===== config.mk =====
export PLATFORM = sky130hd
export DESIGN_NAME = keypad_matrix_scan
export DESIGN_NICKNAME = d
export VERILOG_FILES = /design/src/rtl/keypad_matrix_scan.sv
export SDC_FILE = /design/constraint.sdc
export NUM_CORES = 1
export LEC_CHECK = 0
export ABC_CLOCK_PERIOD_IN_PS = 5700
export CORE_MARGIN = 4
export CORE_UTILIZATION = 45
export DETAILED_ROUTE_END_ITERATION = 8
export SLEW_MARGIN = 20
export SYNTH_ARGS = -nofsm -noshare
export SYNTH_HDL_FRONTEND = slang
export SYNTH_SLANG_ARGS = --single-unit
export TNS_END_PERCENT = 30

===== constraint.sdc =====
create_clock -name clk -period 5.7 [get_ports clk]
set_input_delay 0.855 -clock clk [delete_from_list [all_inputs] [get_ports clk]]
set_output_delay 0.855 -clock clk [all_outputs]
set_load 0.01 [all_outputs]

===== src/rtl/keypad_matrix_scan.sv =====
// Row-scanned R x C keypad with per-key debounce, a press/release event FIFO
// and a lowest-pressed-key code output.
module keypad_matrix_scan #(
  parameter int ROWS       = 4,
  parameter int COLS       = 3,
  parameter int SCAN_DIV   = 1024,
  parameter int DEBOUNCE   = 3,
  parameter int FIFO_DEPTH = 8,
  parameter int CODE_W     = $clog2(ROWS*COLS+1)
) (
  input  logic                   clk,
  input  logic                   reset,
  input  logic                   scan_en,
  input  logic [COLS-1:0]        keypad_col_n,
  output logic [ROWS-1:0]        keypad_row_n,
  output logic                   evt_valid,
  output logic [CODE_W:0]        evt_data,
  input  logic                   evt_ready,
  output logic [CODE_W-1:0]      key,
  output logic [ROWS*COLS-1:0]   keys_down,
  output logic                   overflow,
  input  logic                   clr_ovf
);

  localparam int NKEYS = ROWS * COLS;
  localparam int P_W   = $clog2(SCAN_DIV);
  localparam int R_W   = (ROWS > 1) ? $clog2(ROWS) : 1;
  localparam int K_W   = (COLS > 1) ? $clog2(COLS) : 1;
  localparam int I_W   = (NKEYS > 1) ? $clog2(NKEYS) : 1;
  localparam int A_W   = $clog2(FIFO_DEPTH);
  localparam int EVT_W = CODE_W + 1;

  logic [COLS-1:0]   col_meta_q, col_sync_q;
  logic [P_W-1:0]    p_q, p_d;
  logic [R_W-1:0]    r_q, r_d;
  logic [ROWS-1:0]   row_n_q, row_n_d;
  logic [COLS-1:0]   samp_q, samp_d;
  logic [3:0]        cnt_q [NKEYS];
  logic [3:0]        cnt_d [NKEYS];
  logic [3:0]        cnt_inc;
  logic [NKEYS-1:0]  keys_q, keys_d;
  logic              proc_en;
  logic [K_W-1:0]    col_k;
  logic [I_W-1:0]    key_idx;
  logic [CODE_W-1:0] evt_code;
  logic              push;
  logic [EVT_W-1:0]  push_data;

  logic [EVT_W-1:0]  mem_q [FIFO_DEPTH];
  logic [A_W-1:0]    wr_q, rd_q;
  logic [A_W:0]      fcnt_q, fcnt_d;
  logic              full, pop, accept, drop;
  logic              ovf_q, ovf_d;
  logic [CODE_W-1:0] key_enc;

  // Columns are asynchronous to clk; two flops before any use.
  always_ff @(posedge clk or posedge reset) begin
    if (reset) begin
      col_meta_q <= '1;
      col_sync_q <= '1;
    end else begin
      col_meta_q <= keypad_col_n;
      col_sync_q <= col_meta_q;
    end
  end

  always_comb begin
    p_d = p_q;
    r_d = r_q;
    if (!scan_en) begin
      p_d = '0;
      r_d = '0;
    end else if (p_q == P_W'(SCAN_DIV-1)) begin
      p_d = '0;
      r_d = (r_q == R_W'(ROWS-1)) ? '0 : r_q + 1'b1;
    end else begin
      p_d = p_q + 1'b1;
    end
    for (int i = 0; i < ROWS; i++) begin
      row_n_d[i] = !(scan_en && (r_d == R_W'(i)));
    end
  end

  assign samp_d   = (scan_en && (p_q == P_W'(SCAN_DIV-COLS-1))) ? ~col_sync_q : samp_q;
  assign proc_en  = scan_en && (p_q >= P_W'(SCAN_DIV-COLS));
  assign col_k    = K_W'(p_q - P_W'(SCAN_DIV-COLS));
  assign key_idx  = I_W'(r_q * COLS + col_k);
  assign evt_code = CODE_W'(key_idx) + CODE_W'(1);

  always_comb begin
    cnt_d     = cnt_q;
    keys_d    = keys_q;
    push      = 1'b0;
    push_data = '0;
    cnt_inc   = cnt_q[key_idx] + 4'd1;
    if (!scan_en) begin
      for (int i = 0; i < NKEYS; i++) cnt_d[i] = '0;
    end else if (proc_en) begin
      if (samp_q[col_k] == keys_q[key_idx]) begin
        cnt_d[key_idx] = '0;
      end else if (cnt_inc == 4'(DEBOUNCE)) begin
        cnt_d[key_idx]  = '0;
        keys_d[key_idx] = ~keys_q[key_idx];
        push            = 1'b1;
        push_data       = {~keys_q[key_idx], evt_code};
      end else begin
        cnt_d[key_idx] = cnt_inc;
      end
    end
  end

  always_ff @(posedge clk or posedge reset) begin
    if (reset) begin
      p_q     <= '0;
      r_q     <= '0;
      row_n_q <= '1;
      samp_q  <= '0;
      keys_q  <= '0;
      for (int i = 0; i < NKEYS; i++) cnt_q[i] <= '0;
    end else begin
      p_q     <= p_d;
      r_q     <= r_d;
      row_n_q <= row_n_d;
      samp_q  <= samp_d;
      keys_q  <= keys_d;
      cnt_q   <= cnt_d;
    end
  end

  // A pop in the same cycle frees a slot, so a full FIFO still takes the push.
  assign full   = (fcnt_q == (A_W+1)'(FIFO_DEPTH));
  assign pop    = evt_valid && evt_ready;
  assign accept = push && (!full || pop);
  assign drop   = push && full && !pop;

  always_comb begin
    fcnt_d = fcnt_q;
    if (accept && !pop) fcnt_d = fcnt_q + 1'b1;
    else if (!accept && pop) fcnt_d = fcnt_q - 1'b1;
  end

  always_ff @(posedge clk or posedge reset) begin
    if (reset) begin
      wr_q   <= '0;
      rd_q   <= '0;
      fcnt_q <= '0;
    end else begin
      if (accept) wr_q <= wr_q + 1'b1;
      if (pop) rd_q <= rd_q + 1'b1;
      fcnt_q <= fcnt_d;
    end
  end

  always_ff @(posedge clk) begin
    if (accept) mem_q[wr_q] <= push_data;
  end

  assign ovf_d = drop ? 1'b1 : (clr_ovf ? 1'b0 : ovf_q);

  always_ff @(posedge clk or posedge reset) begin
    if (reset) ovf_q <= 1'b0;
    else       ovf_q <= ovf_d;
  end

  always_comb begin
    key_enc = '0;
    for (int i = NKEYS-1; i >= 0; i--) begin
      if (keys_q[i]) key_enc = CODE_W'(i+1);
    end
  end

  assign keypad_row_n = row_n_q;
  assign evt_valid    = (fcnt_q != '0);
  assign evt_data     = mem_q[rd_q];
  assign key          = key_enc;
  assign keys_down    = keys_q;
  assign overflow     = ovf_q;

endmodule

== Word-level counts from Yosys, hierarchy flattened ==
Memory sizes are Yosys's and may differ from the RTL's.
Index checks and enable logic that the tools add are counted.

* Reduce and logical (&&, ||, !) cells: 27
* Multiply operators: 1
* Muxes and demuxes: 48
* Add/subtract/negate cells: 10
* Shift-type cells: 0
* Div/mod/pow operators: 0
* $lt $le $gt $ge: 6
* Bitwise gates (word level): 6
* Equality and inequality tests: 10

{| class="wikitable"
|+ Operators with widths
! operator !! number
|-
| 48-bit two-way mux || 4
|-
| 4-bit two-way mux || 17
|-
| 48-bit bitwise AND || 1
|-
| 48-bit bitwise mux || 1
|-
| 48-bit NOT || 1
|-
| 10-bit equality test, second input constant || 2
|-
| 10-bit two-way mux || 2
|-
| 5-bit two-way mux || 4
|-
| 4-bit binary-select mux with 4-bit select || 1
|-
| 4-bit demux with 4-bit select || 1
|-
| 1-bit logical AND || 14
|-
| 4-bit by 1-bit adder with 4-bit output, second input constant || 3
|-
| 12-bit bitwise mux || 1
|-
| 1-bit two-way mux || 11
|-
| 10-bit by 1-bit adder with 10-bit output, second input constant || 1
|-
| 10-bit greater-or-equal comparator, second input constant || 1
|-
| 1-bit zero test || 7
|-
| 3-bit by 1-bit adder with 3-bit output, second input constant || 2
|-
| 2-bit equality test, second input constant || 3
|-
| 2-bit two-way mux || 3
|-
| 5-bit greater-or-equal comparator, second input constant || 1
|-
| 4-bit by 5-bit less-than comparator with 1-bit output, second input constant || 1
|-
| 5-bit by 1-bit less-than comparator with 1-bit output, second input constant || 1
|-
| 4-bit NOT with 5-bit output || 1
|-
| other kinds (22) || 24
|}

* Input port bits: 8
* Logic and storage cells: 132
* Memory bits (read-only): 0
* Output and inout bits: 27
* Latch bits: 0
* Memories: 1
* Register bits after elaboration: 96
* RAM bits: 40

{| class="wikitable"
|+ Memories
! name !! words !! width !! rd ports !! clocked after memory_dff !! wr ports !! RTL line !! source
|-
| mem_q || 8 || 5 || 1 || 0 || 1 || 49 || <nowiki>logic [EVT_W-1:0] mem_q [FIFO_DEPTH];</nowiki>
|}

== Longest topological paths before layout ==
Gate-level depths: netlist of run 1.

* Depth after elaboration: 17
* Mapped depth: 24
* Depth with buffers taken out: 23

== Least setup slack after synthesis of run 1 ==
No wires, ideal clock.

* Path kind: register to register
* Start point: register p_q[0]
* End point: register fcnt_q[3]
* Stages on the path, launching flop included: 24
* Data arrival time: 5.073 ns
* Setup slack: 0.502 ns
* Library setup time: 0.125 ns
* Data required time: 5.575 ns
* Clock period less this slack: 5.198 ns
* Path buffers: 1
* Cells stage by stage: dfrtp_1 > inv_1 > ha_1 > inv_1 > fa_1 > ha_1 > fa_1 > buf_2 > nor2_1 > a22oi_1 > and2_1 > ha_1 > nand2_1 > and4bb_4 > or3_1 > and2_1 > ha_1 > inv_1 > ha_1 > a21o_1 > a21oi_1 > xnor2_1 > nor2_1 > xor2_1

* Word-level cells in the longest chain between the ends: 16
* Elaborated cells between the ends (all ways): 25
* Classes of those cells: add/sub: 3; order compare: 1; eq/ne: 2; mux: 12; bitwise: 1; reduce/logical: 6

{| class="wikitable"
|+ Ends and longest elaborated chain
! element !! RTL line !! source
|-
| from (decl) || 34 || <nowiki>logic [P_W-1:0] p_q, p_d;</nowiki>
|-
| from (signal assigned) || 121 || <nowiki>p_q <= p_d;</nowiki>
|-
| 2-bit by 1-bit subtractor with 2-bit output || 86 || <nowiki>assign col_k = K_W'(p_q - P_W'(SCAN_DIV-COLS));</nowiki>
|-
| 4-bit by 2-bit adder with 4-bit output || 87 || <nowiki>assign key_idx = I_W'(r_q * COLS + col_k);</nowiki>
|-
| 4-bit NOT with 5-bit output (implied by the code) || 95 || <nowiki>cnt_inc = cnt_q[key_idx] + 4'd1;</nowiki>
|-
| 4-bit binary-select mux with 4-bit select || 95 ||
|-
| 4-bit two-way mux (implied by the code) (2 in series) || 95 ||
|-
| 4-bit by 1-bit adder with 4-bit output || 95 ||
|-
| 4-bit by 2-bit equality test with 1-bit output || 101 || <nowiki>end else if (cnt_inc == 4'(DEBOUNCE)) begin</nowiki>
|-
| 1-bit two-way mux || 101 ||
|-
| 1-bit two-way mux || 99 || <nowiki>if (samp_q[col_k] == keys_q[key_idx]) begin</nowiki>
|-
| 1-bit two-way mux (*) || 98 || <nowiki>end else if (proc_en) begin</nowiki>
|-
| 1-bit two-way mux (*) || 96 || <nowiki>if (!scan_en) begin</nowiki>
|-
| 1-bit logical AND (*) || 133 || <nowiki>assign accept = push && (!full || pop);</nowiki>
|-
| named net accept || 52 || <nowiki>logic full, pop, accept, drop;</nowiki>
|-
| 1-bit zero test || 139 || <nowiki>else if (!accept && pop) fcnt_d = fcnt_q - 1'b1;</nowiki>
|-
| 1-bit logical AND || 139 ||
|-
| 2-bit nonzero test (no source line) || -- ||
|-
| to (signal assigned) || 150 || <nowiki>fcnt_q <= fcnt_d;</nowiki>
|-
| to (decl) || 51 || <nowiki>logic [A_W:0] fcnt_q, fcnt_d;</nowiki>
|}

Mark *: on every way through the listed nets, which the timed path passes. The rest lies on a longest branch. The select of a mux whose other input is x is not followed.
A chain may end at the register's enable or synchronous reset.

== Worst setup path in the final report of run 1 ==
Same ends and word-level chain as after synthesis.

==> summary.txt, run 1 <==
result of the run: finished clean
warnings from Yosys: 0
wire length after detailed routing: 15000 µm
Post-layout nets: 622
overall track demand over capacity in global routing: 19.8%
count of standard-cell rows: 43
cell leakage power: 2.95 nW
leading cell types in the layout, fill and taps excluded: 86 x sky130_fd_sc_hd__dfrtp_1, 60 x sky130_fd_sc_hd__nand3_1, 45 x sky130_fd_sc_hd__nand2_1, 45 x sky130_fd_sc_hd__o21ai_0, 40 x sky130_fd_sc_hd__edfxtp_1
upper clock frequency limit: 0.189 GHz
vertical die dimension: 128 µm
slowest library cell on the worst path: sky130_fd_sc_hd__ha_2
number of global-route vias before repair: 4679
Setup crit start kind: register
Switch Pwr: 0.532 mW
routed wire length per instance: 19.1 µm
core area: 14000 µm²
Worst R2R End: fcnt_q[3]$_DFFE_PP0P_
Maximum Capacitance Violations: 0
number of port buffers: 34
non-filler instance count after layout: 787
Detail Placement HPWL: 10300 µm
Seq/Total Area, Yosys: 55.5%
critical path's top delay family: adder cells
cell type contributing the most total cell area after synthesis: sky130_fd_sc_hd__dfrtp_1
Post-synth ARST share: 70.6%
clock transition at the registers of the reported paths: 60 ps
Seq cells post-synth: 136
area share of the leading cell type in the synthesized netlist: 33.0%
top_reg_cell synth: sky130_fd_sc_hd__dfrtp_1
DRC violation count after routing: 0
worst path required time: 6010 ps
number of H-tree levels: 4
clock root buffer master: sky130_fd_sc_hd__clkbuf_16
Gate power share: 4.6%
Routed met2 length: 7210 µm
CP cell instances: inv_1 -> ha_1 -> inv_1 -> fa_1 -> ha_2 -> mux4_2 -> a22oi_1 -> and2_1 -> inv_1 -> ha_1 -> nand2_1 -> and4bb_4 -> or3_1 -> and2_1 -> ha_1 -> inv_1 -> ha_1 -> a21o_1 -> a21oi_1 -> xnor2_1 -> nor2_1 -> xor2_1
Max Transition Viols Final: 0
via-per-instance ratio: 5.80
Core Util, Final: 54.6%
crit path setup slack, layout: 399 ps
Top Metal Used: met4
setup TNS after final layout: 0 ps
antenna cell count: 0
Final Hold Violating Endpoints: 0
antenna violations before repair: 0
slowest cell delay on critical path: 550 ps
transition at the pin with the smallest max-transition slack: 780 ps
number of buffers added by the clock tree synthesis step: 17
Top-Level Pins: 35
number of optimization iterations in the first detailed-route pass: 5
ratio of cells with drive above 1 in the final layout: 16.6%
period utilization: 93.0%
global-route wire length before repair: 25000 µm
layout overhead on the synthesized area: 17.6%
overall power: 2.19 mW
routability congestion estimate: 0.925
number of cell instances on the worst register-to-register path: 22
number of routed nets with antenna violations: 0
Placed Area: 7080 µm²
Post-synth EDFFs: 40
Mean Syn Cell Area: 11.8 µm²
post-placement setup slack: 190 ps
Post-Syn Nets: 581
combined area of all synthesized cells: 6520 µm²
number of vias in the routed layout: 4566
routed length on met3: 734 µm
final hold slack: 354 ps
arrival time worst endpoint: 5610 ps
Post CTS Setup Buffer Count: 0
DRT iter0 DRCs: 344
setup repair after global routing missed its margin: false
IR drop worst, VDD: 0.000248 V
aggregate global routing overflow: 0
post-route minimum period: 5300 ps
total setup violations reported at the end of the flow: 0
critical path startpoint: p_q[0]$_DFF_PP0_
CTS tree: yes
total stage count of the critical path: 22
count of buffer and inverter cells on the critical path: 4
Max FO, Critical Path: 13
floorplan die width: 128 µm
power density cells: 285 nW/µm²
Critical Path End Type: register
commonest non-fill, non-tap cell in the layout: sky130_fd_sc_hd__dfrtp_1
clock network latency to the later pin of the worst-skew pair: 430 ps
number of unique standard cell types used by synthesis: 49
largest net degree at the start of global routing: 71
worst relative slew slack: 48.0%
Synth Instances: 553
DIE AREA: 16500 µm²
share of power burned in registers: 46.1%
top cells by area in the synthesized netlist: sky130_fd_sc_hd__dfrtp_1 33%, sky130_fd_sc_hd__edfxtp_1 18%, sky130_fd_sc_hd__mux4_2 7.9%
crit path to: fcnt_q[3]$_DFFE_PP0P_
launching point of the worst reg2reg path: p_q[0]$_DFF_PP0_
Final Skew: 13.1 ps
switching share of power: 24.3%
Crit Path Category: register to register
number of sinks on the clock net: 136
portion of total power attributed to the clock network: 49.3%
worst hold path type: register to register
number of cells in the design after placement: 755
CTS Buffer Depth: 2
effective utilization at floorplan: 46.4%
final design instance area without fill: 7670 µm²
Post-Route M1 WL: 6610 µm
internal reg-to-reg setup slack: 400 ps
Int Power: 1.66 mW
-- worst min-delay path by stage --
stage | startpoint | end | slack, ps | cells after the start
2_1_floorplan | col_meta_q[0]$_DFF_PP1_ | col_sync_q[0]$_DFF_PP1_ | 350 | 0
3_3_place_gp | col_meta_q[0]$_DFF_PP1_ | col_sync_q[0]$_DFF_PP1_ | 350 | 0
3_5_place_dp | col_meta_q[0]$_DFF_PP1_ | col_sync_q[0]$_DFF_PP1_ | 350 | 0
4_1_cts | col_meta_q[2]$_DFF_PP1_ | col_sync_q[2]$_DFF_PP1_ | 360 | 0
5_1_grt | col_meta_q[0]$_DFF_PP1_ | col_sync_q[0]$_DFF_PP1_ | 360 | 0
6_report | col_meta_q[2]$_DFF_PP1_ | col_sync_q[2]$_DFF_PP1_ | 350 | 0
-- final cells by class --
cell class	count	area, µm²
Clock buffer	17	425
Clock inverter	15	160
Fill cell	1182	6380
Inverter	15	58.8
Multi-Input combinational cell	373	2720
Sequential cell	136	3620
Tap cell	180	225
Timing Repair Buffer	51	463
-- flip-flops by register name, indices dropped and copies added, names as in the netlist --
register,flops
cnt_q,48
col_meta_q,3
col_sync_q,3
fcnt_q,4
keypad_row_n,4
keys_down,12
mem_q,40
overflow,1
p_q,10
r_q,2
rd_q,3
samp_q,3
wr_q,3
-- power by group through the flow --
stage / Clock (mW) / Combinational [mW] / Sequential [mW]
4_1_cts: 1.10 / 0.101 / 1.01
6_report: 1.08 / 0.100 / 1.01
2_1_floorplan: 0 / 0.0685 / 1.03
5_1_grt: 1.15 / 0.111 / 1.01
3_3_place_gp: 0 / 0.0984 / 1.03
3_5_place_dp: 0 / 0.100 / 1.03
-- cell usage after synthesis (2+ instances only) --
cell	n
sky130_fd_sc_hd__dfstp_2	10
sky130_fd_sc_hd__nand2_1	45
sky130_fd_sc_hd__a22oi_1	5
sky130_fd_sc_hd__nor2_1	30
sky130_fd_sc_hd__nor3b_1	2
sky130_fd_sc_hd__o21ai_0	45
sky130_fd_sc_hd__a21oi_1	9
sky130_fd_sc_hd__mux4_2	23
sky130_fd_sc_hd__dfrtp_1	86
sky130_fd_sc_hd__fa_1	3
sky130_fd_sc_hd__a31oi_1	24
sky130_fd_sc_hd__nand3_1	60
sky130_fd_sc_hd__and2_1	6
sky130_fd_sc_hd__edfxtp_1	40
sky130_fd_sc_hd__o21ai_1	20
sky130_fd_sc_hd__ha_1	17
sky130_fd_sc_hd__mux2i_1	7
sky130_fd_sc_hd__mux2_2	8
sky130_fd_sc_hd__clkbuf_1	16
sky130_fd_sc_hd__buf_4	3
sky130_fd_sc_hd__or3_1	2
sky130_fd_sc_hd__buf_2	4
sky130_fd_sc_hd__inv_1	14
sky130_fd_sc_hd__nand2b_1	6
sky130_fd_sc_hd__xnor2_1	12
sky130_fd_sc_hd__nor4_1	2
sky130_fd_sc_hd__nor2b_1	6
sky130_fd_sc_hd__buf_1	5
sky130_fd_sc_hd__nor4_4	2
sky130_fd_sc_hd__o21bai_1	2
sky130_fd_sc_hd__xor2_1	9
sky130_fd_sc_hd__nor3_1	7
sky130_fd_sc_hd__and3b_1	2
sky130_fd_sc_hd__and3_1	3
sky130_fd_sc_hd__nand3b_1	4
-- cell families (layout without fill, tap and decap cells) --
logic type / count (synthesis) / in the layout / synth area share [%]
AO/OA/AOI/OAI: 113 / 113 / 10.1
XOR/XNOR: 21 / 21 / 2.82
adder cells (fa/ha/maj): 20 / 20 / 4.18
buffers and inverters: 44 / 98 / 2.90
flip-flops: 136 / 136 / 55.5
multiplexers: 39 / 39 / 10.6
AND/OR/NAND/NOR: 180 / 180 / 14.0
-- per-layer routing --
metal / vias up / GRT usage [%]
met2: 133 / 31.0
li1: 2108 / -
met1: 2294 / 26.2
met5: - / 0
met3: 31 / 4.32
met4: 0 / 9.68
-- timing repair --
action,4_1_cts,5_1_grt
endpoints found under the setup margin,0,1
gates resized for setup,0,1
endpoints found under the hold margin,0,0
hold buffers,0,0
No activity file was read; power rests on OpenSTA's default activity.
==> inputs of run 2 (changes only) <==
Settings changed: CORE_ASPECT_RATIO from default to 1.75.
==> run 2 against run 1 <==
Against the previous run:
- power is 0.31% higher
- die area is 0.46% higher
- non-clock buffer count is 7 higher
- worst setup slack worse by 84 ps
- count of clock-buffer cells in the layout is 1 higher
- sequential cell count stayed put
- clock power hardly changed
- largest power group unchanged
- highest routed layer unchanged
==> summary.txt, run 2 (synthesis results as in run 1) <==
result of the run: finished clean (unchanged)
Critical Path End Type: register (unchanged)
leading cell types in the layout, fill and taps excluded: 86 x sky130_fd_sc_hd__dfrtp_1, 60 x sky130_fd_sc_hd__nand3_1, 45 x sky130_fd_sc_hd__nand2_1, 45 x sky130_fd_sc_hd__o21ai_0, 40 x sky130_fd_sc_hd__edfxtp_1 (unchanged)
DRC violation count after routing: 0 (unchanged)
number of H-tree levels: 4 (unchanged)
flip-flop count of the largest register, all copies and words added: 48 (unchanged)
worst hold start: col_meta_q[2]$_DFF_PP1_ (unchanged)
upper clock frequency limit: 0.186 GHz (was 0.189 GHz)
number of global-route vias before repair: 4822 (was 4679)
final hold slack: 355 ps (was 354 ps)
IR drop worst, VDD: 0.000180 V (was 0.000248 V)
wire length after detailed routing: 15600 µm (was 15000 µm)
critical path's top delay family: adder cells (unchanged)
arrival time worst endpoint: 5690 ps (was 5610 ps)
non-filler instance count after layout: 794 (was 787)
commonest non-fill, non-tap cell in the layout: sky130_fd_sc_hd__dfrtp_1 (unchanged)
power density cells: 285 nW/µm² (about the same)
number of routed nets with antenna violations: 0 (unchanged)
CTS Buffer Depth: 2 (unchanged)
via-per-instance ratio: 5.88 (was 5.80)
floorplan die width: 99.0 µm (was 128 µm)
CP cell instances: inv_1 -> ha_1 -> inv_1 -> fa_1 -> ha_2 -> fa_2 -> nor2_1 -> a22oi_1 -> and2_1 -> inv_1 -> ha_1 -> nand2_1 -> and4bb_4 -> or3_1 -> and2_1 -> ha_1 -> inv_1 -> ha_1 -> a21o_1 -> a21oi_1 -> xnor2_1 -> nor2_1 -> xor2_1 (was inv_1 -> ha_1 -> inv_1 -> fa_1 -> ha_2 -> mux4_2 -> a22oi_1 -> and2_1 -> inv_1 -> ha_1 -> nand2_1 -> and4bb_4 -> or3_1 -> and2_1 -> ha_1 -> inv_1 -> ha_1 -> a21o_1 -> a21oi_1 -> xnor2_1 -> nor2_1 -> xor2_1)
clock root buffer master: sky130_fd_sc_hd__clkbuf_16 (unchanged)
global-route wire length before repair: 25600 µm (was 25000 µm)
DIE AREA: 16600 µm² (was 16500 µm²)
register area: 3620 µm² (unchanged)
number of sinks on the clock net: 136 (unchanged)
vertical die dimension: 167 µm (was 128 µm)
ratio of cells with drive above 1 in the final layout: 17.8% (was 16.6%)
number of buffers added by the clock tree synthesis step: 17 (unchanged)
Setup crit start kind: register (unchanged)
final design instance area without fill: 7720 µm² (was 7670 µm²)
number of optimization iterations in the first detailed-route pass: 5 (unchanged)
critical path startpoint: p_q[0]$_DFF_PP0_ (unchanged)
Int Power: 1.69 mW (was 1.66 mW)
Final Skew: 11.9 ps (was 13.1 ps)
effective utilization at floorplan: 45.6% (was 46.4%)
routed wire length per instance: 19.7 µm (was 19.1 µm)
largest net degree at the start of global routing: 70 (was 71)
setup TNS after final layout: 0 ps (unchanged)
total of fill cells in the finished design: 1219 (was 1182)
transition at the pin with the smallest max-transition slack: 735 ps (was 780 ps)
number of cells in the design after placement: 757 (was 755)
aggregate global routing overflow: 0 (unchanged)
slowest cell delay on critical path: 630 ps (was 550 ps)
CTS tree: yes (unchanged)
slowest library cell on the worst path: sky130_fd_sc_hd__fa_2 (was sky130_fd_sc_hd__ha_2)
antenna violations before repair: 0 (unchanged)
crit path setup slack, layout: 315 ps (was 399 ps)
launching point of the worst reg2reg path: p_q[0]$_DFF_PP0_ (unchanged)
layout overhead on the synthesized area: 18.3% (was 17.6%)
count of standard-cell rows: 58 (was 43)
Detail Placement HPWL: 11000 µm (was 10300 µm)
total setup violations reported at the end of the flow: 0 (unchanged)
worst relative slew slack: 50.5% (was 48.0%)
Max FO, Critical Path: 6 (was 13)
Post-layout nets: 629 (was 622)
clock network latency to the later pin of the worst-skew pair: 430 ps (about the same)
Crit Path Category: register to register (unchanged)
Gate power share: 4.8% (was 4.6%)
routability congestion estimate: 0.841 (was 0.925)
post-route minimum period: 5380 ps (was 5300 ps)
DRT iter0 DRCs: 228 (was 344)
Most flops, register: cnt_q (unchanged)
Hold-fix buffers, CTS: 0 (unchanged)
antenna cell count: 0 (unchanged)
Core Util, Final: 54.0% (was 54.6%)
footprint of the multi-input gates: 2730 µm² (was 2720 µm²)
overall power: 2.20 mW (was 2.19 mW)
number of port buffers: 34 (unchanged)
clock transition at the registers of the reported paths: 60 ps (about the same)
Placed Area: 7090 µm² (was 7080 µm²)
worst hold path type: register to register (unchanged)
Top-Level Pins: 35 (unchanged)
Maximum Capacitance Violations: 0 (unchanged)
period utilization: 94.5% (was 93.0%)
Final Hold Violating Endpoints: 0 (unchanged)
number of vias in the routed layout: 4667 (was 4566)
portion of total power attributed to the clock network: 49.3% (about the same)
Max Transition Viols Final: 0 (unchanged)
overall track demand over capacity in global routing: 20.1% (was 19.8%)
Switch Pwr: 0.506 mW (was 0.532 mW)
worst path required time: 6000 ps (was 6010 ps)
share of power burned in registers: 46.0% (was 46.1%)
cell leakage power: 2.98 nW (was 2.95 nW)
post-placement setup slack: 137 ps (was 190 ps)
core area: 14300 µm² (was 14000 µm²)
count of buffer and inverter cells on the critical path: 4 (unchanged)
switching share of power: 23.0% (was 24.3%)
==> run 2: power by group through the flow <==
stage                     registers, mW  clock network [mW]  logic [mW]
final                              1.01                1.08       0.105
after global routing               1.01                1.14       0.114
after CTS                          1.01                1.10       0.104
after global placement             1.03                   0       0.100
after detailed placement           1.03                   0       0.103
after floorplan                    1.03                   0      0.0685
==> run 2: per-layer routing <==
| metal | up-vias | GRT usage, % | part of all wire [%] | wire length, µm |
|---|---|---|---|---|
| met3 | 46 | 4.21 | 3.3 | 516 |
| met4 | 0 | 10.3 | 4.1 | 643 |
| met1 | 2354 | 22.3 | 37 | 5790 |
| met5 | - | 0 | 0 | 0 |
| met2 | 140 | 35.6 | 56 | 8690 |
| li1 | 2127 | - | - | - |
==> run 2: final timing paths <==
check / to / slack, ps / cells past startpoint
max in group asynchronous: cnt_q[19]$_DFFE_PP0P_ / 3750 / 3
setup / recovery: fcnt_q[3]$_DFFE_PP0P_ / 320 / 23
hold / removal: col_sync_q[2]$_DFF_PP1_ / 360 / 0
hold reg to reg: col_sync_q[2]$_DFF_PP1_ / 360 / 0
min in group asynchronous: keys_down[8]$_DFFE_PP0P_ / 850 / 2
setup reg to reg: fcnt_q[3]$_DFFE_PP0P_ / 320 / 23
==> run 2: what timing repair did <==
item | 4_1_cts | 5_1_grt
setup buffers | 0 | 5
resized for setup | 0 | 3
setup endpoints to repair | 0 | 1
==> run 2: worst reg2reg max path: stages (launching register included) <==
cell                       delay [ps]
sky130_fd_sc_hd__dfrtp_1          390
sky130_fd_sc_hd__inv_1            110
sky130_fd_sc_hd__ha_1             360
sky130_fd_sc_hd__inv_1             70
sky130_fd_sc_hd__fa_1             440
sky130_fd_sc_hd__ha_2             210
sky130_fd_sc_hd__fa_2             630
sky130_fd_sc_hd__nor2_1           120
sky130_fd_sc_hd__a22oi_1          240
sky130_fd_sc_hd__and2_1           210
sky130_fd_sc_hd__inv_1             60
sky130_fd_sc_hd__ha_1             230
sky130_fd_sc_hd__nand2_1          140
sky130_fd_sc_hd__and4bb_4         240
sky130_fd_sc_hd__or3_1            430
sky130_fd_sc_hd__and2_1           190
sky130_fd_sc_hd__ha_1             200
sky130_fd_sc_hd__inv_1            110
sky130_fd_sc_hd__ha_1             240
sky130_fd_sc_hd__a21o_1           150
sky130_fd_sc_hd__a21oi_1          170
sky130_fd_sc_hd__xnor2_1          130
sky130_fd_sc_hd__nor2_1            60
sky130_fd_sc_hd__xor2_1           140
==> run 2: final cells by class <==
type	count	area share, %
Inverter	15	0.762
Sequential cell	136	46.9
Tap cell	180	2.92
Multi-Input combinational cell	373	35.3
Clock buffer	18	5.56
Clock inverter	14	1.93
Timing Repair Buffer	58	6.65
